<file path="src/rtl/he_mem_rd_arbiter.sv">
// Round-robin arbiter sharing one memory AXI read channel among NUM_REQ requesters.
// Winner indices are queued in a route FIFO so in-order read bursts return to their owner.
module he_mem_rd_arbiter #(
  parameter int NUM_REQ          = 2,
  parameter int ADDR_WIDTH       = 32,
  parameter int DATA_WIDTH       = 512,
  parameter int ROUTE_DEPTH_LOG2 = 6
) (
  input  logic                          clk,
  input  logic                          rst,
  input  logic [NUM_REQ-1:0]            req_arvalid,
  output logic [NUM_REQ-1:0]            req_arready,
  input  logic [NUM_REQ*ADDR_WIDTH-1:0] req_araddr,
  input  logic [NUM_REQ*8-1:0]          req_arlen,
  output logic [NUM_REQ-1:0]            req_rvalid,
  input  logic [NUM_REQ-1:0]            req_rready,
  output logic [DATA_WIDTH-1:0]         req_rdata,
  output logic                          req_rlast,
  output logic                          mem_arvalid,
  input  logic                          mem_arready,
  output logic [ADDR_WIDTH-1:0]         mem_araddr,
  output logic [7:0]                    mem_arlen,
  input  logic                          mem_rvalid,
  output logic                          mem_rready,
  input  logic [DATA_WIDTH-1:0]         mem_rdata,
  input  logic                          mem_rlast,
  output logic [ROUTE_DEPTH_LOG2:0]     outstanding
);

  localparam int IDX_W = $clog2(NUM_REQ);
  localparam int DEPTH = 1 << ROUTE_DEPTH_LOG2;
  localparam logic [ROUTE_DEPTH_LOG2:0] DEPTH_CNT = (ROUTE_DEPTH_LOG2+1)'(DEPTH);

  logic [IDX_W-1:0]            rr_ptr_q, rr_ptr_d;
  logic [IDX_W-1:0]            win_idx, cand;
  logic                        win_found;
  logic                        accept;

  logic                        arvalid_q, arvalid_d;
  logic [ADDR_WIDTH-1:0]       araddr_q, araddr_d;
  logic [7:0]                  arlen_q, arlen_d;

  logic [IDX_W-1:0]            route_mem [DEPTH];
  logic [ROUTE_DEPTH_LOG2-1:0] wr_ptr_q, wr_ptr_d, rd_ptr_q, rd_ptr_d;
  logic [ROUTE_DEPTH_LOG2:0]   count_q, count_d;
  logic                        fifo_full, fifo_empty;
  logic [IDX_W-1:0]            head_idx;
  logic                        push, pop;

  // Scan from the farthest candidate back to rr_ptr so the nearest valid one wins.
  // NOTE: every always_comb output gets a default first so no path leaves it unassigned (no latch).
  always_comb begin
    win_idx   = rr_ptr_q;
    win_found = 1'b0;
    cand      = '0;
    for (int k = NUM_REQ - 1; k >= 0; k--) begin
      cand = IDX_W'((int'(rr_ptr_q) + k) % NUM_REQ);
      if (req_arvalid[cand]) begin
        win_idx   = cand;
        win_found = 1'b1;
      end
    end
  end

  assign fifo_full  = (count_q == DEPTH_CNT);
  assign fifo_empty = (count_q == '0);
  assign accept     = !rst && win_found && (!arvalid_q || mem_arready) && !fifo_full;

  always_comb begin
    req_arready = '0;
    if (accept) req_arready[win_idx] = 1'b1;
  end

  always_comb begin
    rr_ptr_d  = rr_ptr_q;
    arvalid_d = arvalid_q;
    araddr_d  = araddr_q;
    arlen_d   = arlen_q;
    if (accept) begin
      rr_ptr_d  = (win_idx == IDX_W'(NUM_REQ - 1)) ? '0 : win_idx + 1'b1;
      arvalid_d = 1'b1;
      araddr_d  = req_araddr[win_idx*ADDR_WIDTH +: ADDR_WIDTH];
      arlen_d   = req_arlen[win_idx*8 +: 8];
    end else if (mem_arready) begin
      arvalid_d = 1'b0;
    end
  end

  // NOTE: sequential state uses non-blocking assignments so all registers update together.
  always_ff @(posedge clk or posedge rst) begin
    if (rst) begin
      rr_ptr_q  <= '0;
      arvalid_q <= 1'b0;
      araddr_q  <= '0;
      arlen_q   <= '0;
    end else begin
      rr_ptr_q  <= rr_ptr_d;
      arvalid_q <= arvalid_d;
      araddr_q  <= araddr_d;
      arlen_q   <= arlen_d;
    end
  end

  assign mem_arvalid = arvalid_q;
  assign mem_araddr  = araddr_q;
  assign mem_arlen   = arlen_q;

  assign head_idx = route_mem[rd_ptr_q];
  assign push     = accept;
  assign pop      = mem_rvalid && mem_rready && mem_rlast;

  always_comb begin
    req_rvalid = '0;
    mem_rready = 1'b0;
    if (!fifo_empty) begin
      req_rvalid[head_idx] = mem_rvalid;
      mem_rready           = req_rready[head_idx];
    end
  end

  assign req_rdata = mem_rdata;
  assign req_rlast = mem_rlast;

  always_comb begin
    wr_ptr_d = wr_ptr_q;
    rd_ptr_d = rd_ptr_q;
    count_d  = count_q;
    if (push) wr_ptr_d = wr_ptr_q + 1'b1;
    if (pop)  rd_ptr_d = rd_ptr_q + 1'b1;
    case ({push, pop})
      2'b10:   count_d = count_q + 1'b1;
      2'b01:   count_d = count_q - 1'b1;
      default: count_d = count_q;
    endcase
  end

  always_ff @(posedge clk or posedge rst) begin
    if (rst) begin
      wr_ptr_q <= '0;
      rd_ptr_q <= '0;
      count_q  <= '0;
    end else begin
      wr_ptr_q <= wr_ptr_d;
      rd_ptr_q <= rd_ptr_d;
      count_q  <= count_d;
    end
  end

  // NOTE: route storage has no reset; entries are only read once the pointers say they are valid.
  always_ff @(posedge clk) begin
    if (push) route_mem[wr_ptr_q] <= win_idx;
  end

  assign outstanding = count_q;

endmodule

</file>
<file path="config.mk">
export PLATFORM = sky130hd
export DESIGN_NAME = he_mem_rd_arbiter
export DESIGN_NICKNAME = d
export VERILOG_FILES = /design/src/rtl/he_mem_rd_arbiter.sv
export SDC_FILE = /design/constraint.sdc
export NUM_CORES = 1
export LEC_CHECK = 0
export CAP_MARGIN = 20
export CORE_AREA = 5 5 449 451
export DETAILED_ROUTE_END_ITERATION = 10
export DIE_AREA = 0 0 454 456
export REMOVE_ABC_BUFFERS = 1
export SLEW_MARGIN = 0
export SYNTH_ARGS = -nofsm -noshare
export SYNTH_HDL_FRONTEND = slang
export SYNTH_SLANG_ARGS = --single-unit
</file>
<file path="constraint.sdc">
create_clock -name clk -period 5.2 [get_ports clk]
set_input_delay 0.78 -clock clk [delete_from_list [all_inputs] [get_ports clk]]
set_output_delay 0.78 -clock clk [all_outputs]
set_load 0.03 [all_outputs]
</file>
==> metrics.txt <==
Core Region=196800 um2; sort of element at the start of the critical path=flip-flop; number of detailed-route iterations in the first pass=5; top cell family by delay on the critical path=buffers and inverters; post-detailed-routing wire length=347900 um; clock-pin slew reported for the worst setup and hold paths after clock tree synthesis=70 ps; fill count=23094; Final setup violation count=0; Die Area=207000 um2; Final GP Congestion=1.284; Area growth syn-to-layout=15.68%; number of nets in the final layout=1277; share of final-layout standard cells stronger than drive strength 1=0.1382; initial core utilization=0.05008; area of the mapped netlist=9857 um2; Antenna Nets Post-Route=0; area of the multi-input gates=2347 um2; CP cell instances=buf_12, mux4_1, mux2_2, a21oi_1, o21ai_0, a22o_1, buf_4, and2_2, clkdlybuf4s50_1; cell depth of the worst setup path=9; number of synthesized register bits=125; RSZ-0062 raised after global routing=false; syn avg cell area=9.711 um2; PostCTS Resize Cnt=0; worst setup margin=515.4 ps; number of design rule violations left after detail routing=0; number of top-level pins=1167; ratio of final minimum period to clock period=0.9009; worst path bufs/invs=3; total track usage=0.3252; post-CTS setup repair buffer count=0; pin count of the biggest net entering global routing=106; highest layer used for signal routing=met5; total power=5.010 mW; count of buffers from port buffering=142; die height=456 um; Site Rows=163; CTS Root Cell=clkbuf_16; later-pin clock latency in the skew report=520 ps; most area-hungry cell type in the Yosys netlist=buf_4; leakage power of the design=3.343 nW; Max-slew headroom=0.2682; clock skew=14.90 ps; Synth top cells by count=buf_4 (513), nor2_1 (82), edfxtp_1 (64), dfrtp_1 (61), nand2_1 (58); count of vias placed by the detailed router=8408; achievable frequency=213.5 MHz; Max Buffers Root-to-Sink=2; capturing element type of the critical path=output pin; Worst Path Class, Setup=reg -> out; transition time at the pin with the least slew margin=1096 ps; number of warnings issued by yosys=0; Max rail drop VDD=0.0002169 V; WP data required=4420 ps; status=finished, final reports clean; slowest CP cell=clkdlybuf4s50_1; power per unit of standard cell area=439.4 nW/um2; number of enable flip-flop cells after synthesis=64; top cells by area in the synthesized netlist=buf_4 (39%), edfxtp_1 (19%), dfrtp_1 (15%); GRT overflow=0; Chip Width=454 um; HPWL reported at the end of detailed placement=336100 um; met1 wire length=24810 um; hold bufs inserted after CTS=0; sum of negative setup slack=0 ps; number of antenna violations at the first check in global routing=13; share of synthesized area occupied by flip-flops and latches=0.3498; routed length per instance=104.7 um; Cells on Worst Hold Path=2; Seq. cell area=3450 um2; number of clock sinks=125; number of global-route vias before repair=7160; pre-CTS setup slack=702.4 ps; worst endpoint data arrival time=3900 ps; global-route wire length before repair=365800 um; worst reg2reg path depth=17; class of the worst hold path=reg -> reg; number of levels in the clock H-tree=4; final hold vios=0; dominant cell by count in the synthesized netlist=buf_4; fraction of registers with async set or reset after synthesis=0.4880; Final min period=4685 ps; Met2 Routed Length=168800 um; # Max-Cap Violations=0; number of slew-limit violations in the final report=0; CTS tree=built; number of distinct library cells after synthesis=44; largest fanout of any net on the critical path=18; slowest stage delay, CP=640 ps; wire length on met3=105300 um; most frequently used flop master after synthesis=edfxtp_1; via count normalized by instance count=2.531; area share of the leading cell type in the synthesized netlist=0.3907; CTS Buf Count=17; number of DRC markers in iteration 0=996; cells after synthesis=1015
## cells by family after synthesis
family                   after synthesis  share of synthesized area
AO/OA/AOI/OAI                         65                    0.03694
XOR/XNOR                              16                    0.01422
adder cells (fa/ha/maj)                9                    0.01219
buffers and inverters                553                     0.4137
flip-flops                           125                     0.3498
multiplexers                          71                    0.09520
AND/OR/NAND/NOR                      176                    0.07794
## layout by cell type (no fill, tap or decap), drive strengths merged, types with 7 or more instances in the layout
| cell | synthesis | layout |
|---|---|---|
| nand4 | 8 | 8 |
| ha | 8 | 8 |
| clkdlybuf4s50 | 0 | 139 |
| dfrtp | 61 | 61 |
| o21ai | 49 | 49 |
| nand2 | 58 | 58 |
| clkinv | 0 | 7 |
| inv | 6 | 10 |
| xnor2 | 10 | 10 |
| edfxtp | 64 | 64 |
| mux4 | 15 | 15 |
| mux2i | 51 | 51 |
| nor2 | 82 | 82 |
| nand3 | 7 | 7 |
| buf | 520 | 41 |
| clkbuf | 26 | 19 |
## report_power, final
group,switching (mW),internal (mW)
Combinational,1.42,0.829
Clock,0.641,0.609
Sequential,0.272,1.24
## sequential cells by signal, summed over array words and instances (netlist names)
register	count
mem_araddr	32
mem_arlen	8
mem_arvalid	1
outstanding	7
rd_ptr_q	6
route_mem	64
rr_ptr_q	1
wr_ptr_q	6
## worst min-delay path, stage by stage (launching register included)
cell and delay, ps:
dfrtp_1 340, nand2_1 50, o21ai_0 60
## metrics by stage
stage                     hold slack (ps)  utilization  area (um2)  std cells
after floorplan                     489.9            -        5802        468
after global placement              465.4      0.05525       10870       3288
after detailed placement            470.9      0.05525       10870       3288
after CTS                           487.0      0.05791       11400       3320
after global routing                510.4      0.05791       11400       3320
final                               484.0      0.05794       11400       3322
## per-layer routing
metal  global-route usage  vias to the layer above
met5               0.2731                        -
met4               0.3015                       82
met3               0.4729                      303
met2               0.5586                     2371
met1              0.05981                     3527
li1                     -                     2125
## area by class of cell
cell class,count,area share
well taps,2640,0.2897
diodes,2,0.0004389
multi-input cells,337,0.2059
inverters,6,0.002195
flip-flops and latches,125,0.3025
repair buffers,180,0.1534
clock inverters,13,0.007901
clock buffers,19,0.03797
## final timing paths
kind,endpoint,startpoint,slack (ps)
setup / recovery,req_rvalid[1],rd_ptr_q[0],520
setup reg to reg,outstanding[5],rd_ptr_q[0],670
hold reg to reg,mem_araddr[28],mem_araddr[28],480
hold / removal,mem_araddr[28],mem_araddr[28],480
max in group asynchronous,outstanding[4],rst,3240
min in group asynchronous,wr_ptr_q[3],rst,1120
Note: power is estimated with default switching activity, not from simulation.
